[src/rtl/fifo_stream_reader.sv]
// fifo_stream_reader: drains a sync_fifo (1-cycle read latency) into a valid/ready stream via a 2-entry skid buffer
module fifo_stream_reader #(
  parameter int WIDTH     = 32,
  parameter int CNT_WIDTH = 16
) (
  input  logic                 clk,
  input  logic                 rst,
  output logic                 fifo_rd_en,
  input  logic [WIDTH-1:0]     fifo_rd_data,
  input  logic                 fifo_empty,
  output logic                 m_valid,
  output logic [WIDTH-1:0]     m_data,
  input  logic                 m_ready,
  input  logic                 flush,
  output logic [1:0]           buf_count,
  output logic [CNT_WIDTH-1:0] words_out
);
  logic [WIDTH-1:0]     buf0_q, buf0_d, buf1_q, buf1_d, s0, s1;
  logic [1:0]           cnt_q, cnt_d, c1;
  logic                 inflight_q, inflight_d, pop;
  logic [2:0]           occ;
  logic [CNT_WIDTH-1:0] words_q, words_d;
  always_comb begin
    pop        = (cnt_q != 2'd0) & m_ready;
    occ        = {1'b0, cnt_q} + {2'b0, inflight_q} - {2'b0, pop};
    fifo_rd_en = !rst & !flush & !fifo_empty & (occ < 3'd2);
    c1         = cnt_q - {1'b0, pop};
    s0         = pop ? buf1_q : buf0_q;
    s1         = pop ? '0 : buf1_q;
    cnt_d      = flush ? 2'd0 : c1 + {1'b0, inflight_q};
    // head is forced to zero whenever the buffer ends up empty so m_data reads 0
    buf0_d     = (cnt_d == 2'd0) ? '0 : (inflight_q && c1 == 2'd0) ? fifo_rd_data : s0;
    buf1_d     = flush ? '0 : (inflight_q && c1 == 2'd1) ? fifo_rd_data : s1;
    inflight_d = fifo_rd_en;
    words_d    = words_q + CNT_WIDTH'(pop);
  end
  always_ff @(posedge clk) begin
    if (rst) begin
      buf0_q     <= '0;
      buf1_q     <= '0;
      cnt_q      <= 2'd0;
      inflight_q <= 1'b0;
      words_q    <= '0;
    end else begin
      buf0_q     <= buf0_d;
      buf1_q     <= buf1_d;
      cnt_q      <= cnt_d;
      inflight_q <= inflight_d;
      words_q    <= words_d;
    end
  end
  assign m_valid   = cnt_q != 2'd0;
  assign m_data    = buf0_q;
  assign buf_count = cnt_q;
  assign words_out = words_q;
endmodule

[config.mk]
export PLATFORM = sky130hd
export DESIGN_NAME = fifo_stream_reader
export DESIGN_NICKNAME = d
export VERILOG_FILES = /design/src/rtl/fifo_stream_reader.sv
export SDC_FILE = /design/constraint.sdc
export NUM_CORES = 1
export LEC_CHECK = 0
export BUFFER_PORTS_ARGS = -buffer_cell sky130_fd_sc_hd__buf_2
export CORE_MARGIN = 2
export CORE_UTILIZATION = 55
export DETAILED_ROUTE_END_ITERATION = 6
export PLACE_DENSITY_LB_ADDON = 0.15
export SLEW_MARGIN = 20
export SYNTH_ARGS = -nofsm -noshare
export SYNTH_HDL_FRONTEND = slang
export SYNTH_SLANG_ARGS = --single-unit
[constraint.sdc]
create_clock -name clk -period 3.5 [get_ports clk]
set_input_delay 0.35 -clock clk [delete_from_list [all_inputs] [get_ports clk]]
set_output_delay 0.35 -clock clk [all_outputs]
set_load 0.1 [all_outputs]
# Word level (Yosys, flattened, before mapping)
# Cells that the tools add are included.
dict set report totals {
  register_bits 83
  out_inout_bits 52
  word_cells 33
  input_bits 37
}
dict set report op_classes {
  mux 5
  bitwise_logic 4
  n_reduce_logical 12
  add_sub_neg 5
  order_cmp 1
  n_eq_ne 1
}
# cell n
set op_table {}
lappend op_table {{32-bit 2-to-1 mux} 4}
lappend op_table {{16-bit by 1-bit adder with 16-bit output} 1}
lappend op_table {{2-bit nonzero test} 3}
lappend op_table {{1-bit AND} 4}
lappend op_table {{2-bit zero test} 2}
lappend op_table {{2-bit OR reduction} 2}
lappend op_table {{2-bit by 1-bit adder with 3-bit output} 1}
lappend op_table {{1-bit zero test} 3}
lappend op_table {{3-bit by 2-bit < comparator with 1-bit output (second input constant)} 1}
lappend op_table {{3-bit by 1-bit subtractor with 3-bit output} 1}
lappend op_table {{2-bit by 1-bit adder with 2-bit output} 1}
lappend op_table {{2-bit by 1-bit equality test with 1-bit output (second input constant)} 1}
lappend op_table {{1-bit logical AND} 2}
lappend op_table {{2-bit 2-to-1 mux} 1}
lappend op_table {{2-bit by 1-bit subtractor with 2-bit output} 1}

# Logic depth before layout (Yosys ltp)
dict set report depth {
  ltp_word 7
  ltp_mapped 9
  depth_no_buf 9
}

# Least setup slack after synthesis
# No wires, ideal clock.
dict set report synth_timing {
  kind {register to output}
  startpoint {register cnt_q[0] (netlist: buf_count[0])}
  endpoint {output fifo_rd_en}
  path_slack_ps -2474
  arrival_time_ps 5624
  required_time_ps 3150
  path_buffers 0
  stages_incl_launch_ff 8
  path_cell_list {dfxtp_1 -> nor2_1 -> inv_1 -> and2_1 -> nor2b_1 -> fa_1 -> xor2_1 -> nor4b_1}
}
dict set report synth_between {
  elab_chain_len 5
  word_cells_on_any_way 6
  cone_classes {add/sub (2); order compare (1); bitwise (2); reduce/logical (1)}
}
# item line_no
set synth_lines {}
lappend synth_lines {{start: declaration} 19} ;# logic [1:0] cnt_q, cnt_d, c1;
lappend synth_lines {{start signal: assignment} 47} ;# cnt_q <= cnt_d;
lappend synth_lines {{2-bit nonzero test} --}
lappend synth_lines {{net m_valid} 11} ;# output logic m_valid,
lappend synth_lines {{1-bit AND} 24} ;# pop = (cnt_q != 2'd0) & m_ready;
lappend synth_lines {{3-bit by 1-bit subtractor with 3-bit output} 25} ;# occ = {1'b0, cnt_q} + {2'b0, inflight_q} - {2'b0, pop};
lappend synth_lines {{3-bit by 2-bit < comparator with 1-bit output} 26} ;# fifo_rd_en = !rst & !flush & !fifo_empty & (occ < 3'd2);
lappend synth_lines {{1-bit AND} 26}
lappend synth_lines {{end: declaration} 8} ;# output logic fifo_rd_en,
# The timed path passes the listed nets, and every way through them passes these cells.

# Final worst setup path
dict set report layout_timing {
  startpoint {register cnt_q[1] (netlist: buf_count[1])}
  endpoint {output fifo_rd_en}
}
dict set report layout_between {
  elab_chain_len 5
  word_cells_on_any_way 6
  cone_classes {add/sub (2); order compare (1); bitwise (2); reduce/logical (1)}
}
# item line_no
set layout_lines {}
lappend layout_lines {{branches (longest 2 deep; another with 2-bit by 1-bit adder with 3-bit output)} --}
lappend layout_lines {{3-bit by 1-bit subtractor with 3-bit output *} 25}
lappend layout_lines {{3-bit by 2-bit < comparator with 1-bit output *} 26}
lappend layout_lines {{1-bit AND *} 26}
# Every way passes the cells marked *.

==> results by stage <==
Worst setup path:
- The most critical setup path has its startpoint at buf_count[1]$_SDFF_PP0_.
- STA classifies the critical path endpoint as a primary output.
- For the worst setup path, the data arrival time is 2560 ps.
- The register-to-register setup slack is 1060 ps.
- The worst setup path is launched from a flip-flop.
- The category of the most critical setup path is reg -> out.
- The worst-path cell with the longest stage delay is dfxtp_4.
- Following the worst setup path forward leads to its endpoint at fifo_rd_en.
- The critical path goes through nor2_4, clkinvlp_4, and2_4, nor2b_1, fa_2, xor2_2, nor4b_4, buf_12.
- The capturing point of the worst reg2reg path is words_out[14]$_SDFF_PP0_.
- On the worst path, the slowest cell contributes a delay of 500 ps.
- Data on the critical path is required at its endpoint by 3150 ps.
- In this run the critical register-to-register path is launched from buf_count[1]$_SDFF_PP0_.
- The worst register-to-register path has a depth of 9.
- The peak fanout along the critical path is 42.

Cells and area:
- The post-synthesis to final-layout area growth is 18.9%.
- After filler insertion, the fill cell instance count of the layout stands at 575.
- The share of post-route cells with drive strength above 1 is 26.4%.
- The sequential cell area in the final layout is 1670 sq um.
- The footprint of the multi-input gates is 2050 sq um.
- The filler-free cell count of the finished design is 574.
- The number of diodes is 0.
- The net count of the finished layout is 514.

Clock network:
- The count of H-tree levels built during CTS is 3.
- The post-CTS setup buffer count is 0.
- In this run the deepest clock path goes through 2 buffers.
- The count of instances resized after the clock tree is built is 0.
- The CTS tree is done.
- The tree built by TritonCTS fans out to 83 sinks.
- In this run, CTS created clock tree buffers numbering 9.
- The root buffer cell chosen for the clock tree is clkbuf_8.
- In this run, post-CTS hold repair placed 0 buffers.
- Clock-pin slew was measured on the worst setup and hold paths at 80 ps.
- The source-to-sink clock delay at the later pin of the worst-skew pair is 350 ps.

Power and ir drop:
- Summed over all cells, the static leakage comes to 0.00196 uW.
- The largest vdd supply drop is 0.203 mV.
- Dividing total power by cell area gives a power density of 378 nW/um^2.

Die:
- The floorplan core area is 6790 sq um.
- The floorplan has 30 rows.
- The overall die area is 7670 sq um.
- The width of the chip is 87.6 um.
- The top-level I/O count is 89.
- The height of the die is 87.6 um.
- Once the floorplan was initialized, standard cells occupied 56.5% of the core.

Place:
- In this run, placement finished with an instance count of 558.
- The count of input and output buffers is 88.
- Once detailed placement completed, the half-perimeter wirelength came to 5740 um.
- The global placement routability congestion is 0.815.

STA:
- The clock skew is 10.8 ps.
- Setup repair after global routing left no endpoint under its margin.
- The relative slew slack is 45.0%.
- The worst hold margin is 214 ps.
- Static timing analysis puts the maximum clock frequency at 344 MHz.
- The final hold violation count was 0.
- The summed negative setup slack over all endpoints is 0 ps.
- The number of setup violations in the final report is 0.
- The number of max-slew violations in the final report is 0.
- The worst path needs 2910 ps of the cycle, external delays included.
- The part of the cycle the worst path needs is 83.1%.
- At the pin with the least slew margin, the transition time is 825 ps.

Route:
- The initial detailed-routing violation count is 271.
- The number of vias in the routed layout is 3411.
- The vias per cell is 5.94.
- In the final routed layout, each cell accounts on average for 16.4 um.
- The first TritonRoute pass finished after 5 iterations.
- The detail route stage leaves a number of antenna-violating nets equal to 0.
- Wires add up to 9410 um.
- For this run, design rule violations remaining after detail routing come to 0.

Global routing:
- The first global-routing pass estimated 15000 um of wire.
- For this run the aggregate overflow at the end of global routing stands at 0.
- The via count of the first global-routing pass was 3078.
- The met3 usage in global routing is 4.34%.
- Global routing consumed, on the met1 layer, 34.1% of the routing resources.
- The met2 capacity usage during global routing is 38.4%.
- Global routing used 24.6% of the available tracks across all layers.
- Entering global routing, the biggest net connects 65 pins.
- met2 is the most crowded layer.
- The initial antenna violation count is 0.

Yosys:
- The async set or reset register ratio after synthesis is 0%.
- The synthesized area is 3840 sq um.
- The number of enable flip-flop cells after synthesis is 0.
- The portion of the post-synthesis area used by sequential elements is 43.3%.
- After technology mapping, the gate count stands at 403.
- The synthesized netlist contains 38 unique library cells.
- When the netlist entered floorplanning its net count stood at 444.
- The Yosys warning count is 0.
- The top flip-flop cell by instance count after synthesis is dfxtp_1.
- The flop and latch count out of synthesis is 83.
- The mean cell area of the mapped netlist is 9.53 sq um.

Min path:
- The type of the worst min-delay path is in -> reg.
- The worst hold path was traced through 2 stages.

Outcome:
- The flow ran to the end, and the final reports show no timing, DRC or antenna violations.

Job:
- The count of max-cap constraint violations is 0.
==> logic make-up (layout without fill, tap and decap cells) <==
family | after synthesis | count (layout) | synth area share [%]
and+or+nand+nor | 122 | 122 | 17.5
muxes | 32 | 32 | 8.34
xor gates and xnor gates | 14 | 14 | 3.19
buffers and inverters | 41 | 116 | 4.49
AOI/OAI and AO/OA | 107 | 107 | 21.8
DFF | 83 | 83 | 43.3
adders and majority gates | 4 | 4 | 1.50
==> metal layers <==
layer / wire length (um) / vias to the layer above
met5: 0 / -
met4: 142 / 0
met3: 460 / 11
met2: 4450 / 104
met1: 4360 / 1636
li1: - / 1660
==> layout make-up <==
cell class / count / area share [%]
inverters: 4 / 0.411
clock inverters: 4 / 0.548
flip-flops and latches: 83 / 36.6
well taps: 96 / 2.63
multi-input cells: 279 / 44.9
repair buffers: 96 / 11.6
clock buffers: 12 / 3.40
==> critical path: cells and delay by family (launching register included) <==
kind,cells,cell delay (ps)
and+or+nand+nor,4,810
DFF,1,500
adders and majority gates,1,380
buffers and inverters,2,320
xor gates and xnor gates,1,170
==> state kept, by name (all words and copies together) (netlist names) <==
signal and count:
inflight_q 1, buf1_q 32, m_data 32, buf_count 2
words_out 16
==> layout by cell type (no fill, tap or decap), types with 2 or more instances in the layout <==
master	instances
buf_12	2
and3_1	33
nor3_1	35
a22o_1	32
nand2b_1	2
dfxtp_1	80
clkinv_2	2
a21oi_1	35
clkinvlp_4	3
mux2i_1	32
xor2_1	5
ha_1	3
nand3_1	4
buf_4	7
clkbuf_8	11
nor4_1	3
nand4_1	4
xnor2_1	8
o32a_1	32
nor2b_1	4
nand2_1	9
dfxtp_4	2
o21ai_0	3
inv_1	3
nor2_1	15
buf_2	87
==> synthesized netlist by cell type, types with 2 or more instances <==
master,count,area [sq um]
a21oi_1,35,175
nor2_1,16,60.1
o21ai_0,3,15.0
nand2_1,9,33.8
xnor2_1,8,70.1
buf_1,6,22.5
and2_1,2,12.5
and3_1,33,206
nand3_1,4,20.0
nand2b_1,2,12.5
buf_2,15,75.1
a22o_1,32,280
clkbuf_1,16,60.1
nand4_1,4,25.0
mux2i_1,32,320
xor2_1,6,52.6
nor2b_1,4,25.0
nor4b_1,2,17.5
ha_1,3,37.5
dfxtp_1,83,1660
nor3_1,35,175
inv_1,4,15.0
nor4_1,3,18.8
o32a_1,32,320
==> report_power, final <==
| group | total (uW) | internal, uW | switching, uW |
|---|---|---|---|
| registers | 951 | 944 | 6.87 |
| clock network | 638 | 295 | 344 |
| logic | 137 | 52.1 | 85.4 |
| total | 1730 | 1290 | 436 |
==> stage by stage <==
stage / setup WS [ps] / cell area, sq um / utilization, % / total power [uW]
4_1_cts: 569 / 4570 / 67.2 / 1730
2_1_floorplan: 11.1 / 3890 / - / 1060
6_report: 590 / 4570 / 67.2 / 1730
5_1_grt: 483 / 4570 / 67.2 / 1780
3_3_place_gp: 969 / 4390 / 64.6 / 1110
3_5_place_dp: 959 / 4390 / 64.6 / 1110
==> how the worst min path moves through the flow <==
stage                                  from                       to  slack, ps
floorplan                        fifo_empty    inflight_q$_SDFF_PP0_        430
global placement    buf1_q[31]$_SDFFE_PP0P_  buf1_q[31]$_SDFFE_PP0P_        460
detailed placement  buf1_q[24]$_SDFFE_PP0P_  buf1_q[24]$_SDFFE_PP0P_        460
CTS                              fifo_empty    inflight_q$_SDFF_PP0_        210
global route                     fifo_empty    inflight_q$_SDFF_PP0_        220
finish                           fifo_empty    inflight_q$_SDFF_PP0_        210
(Power assumes the default switching activity.)
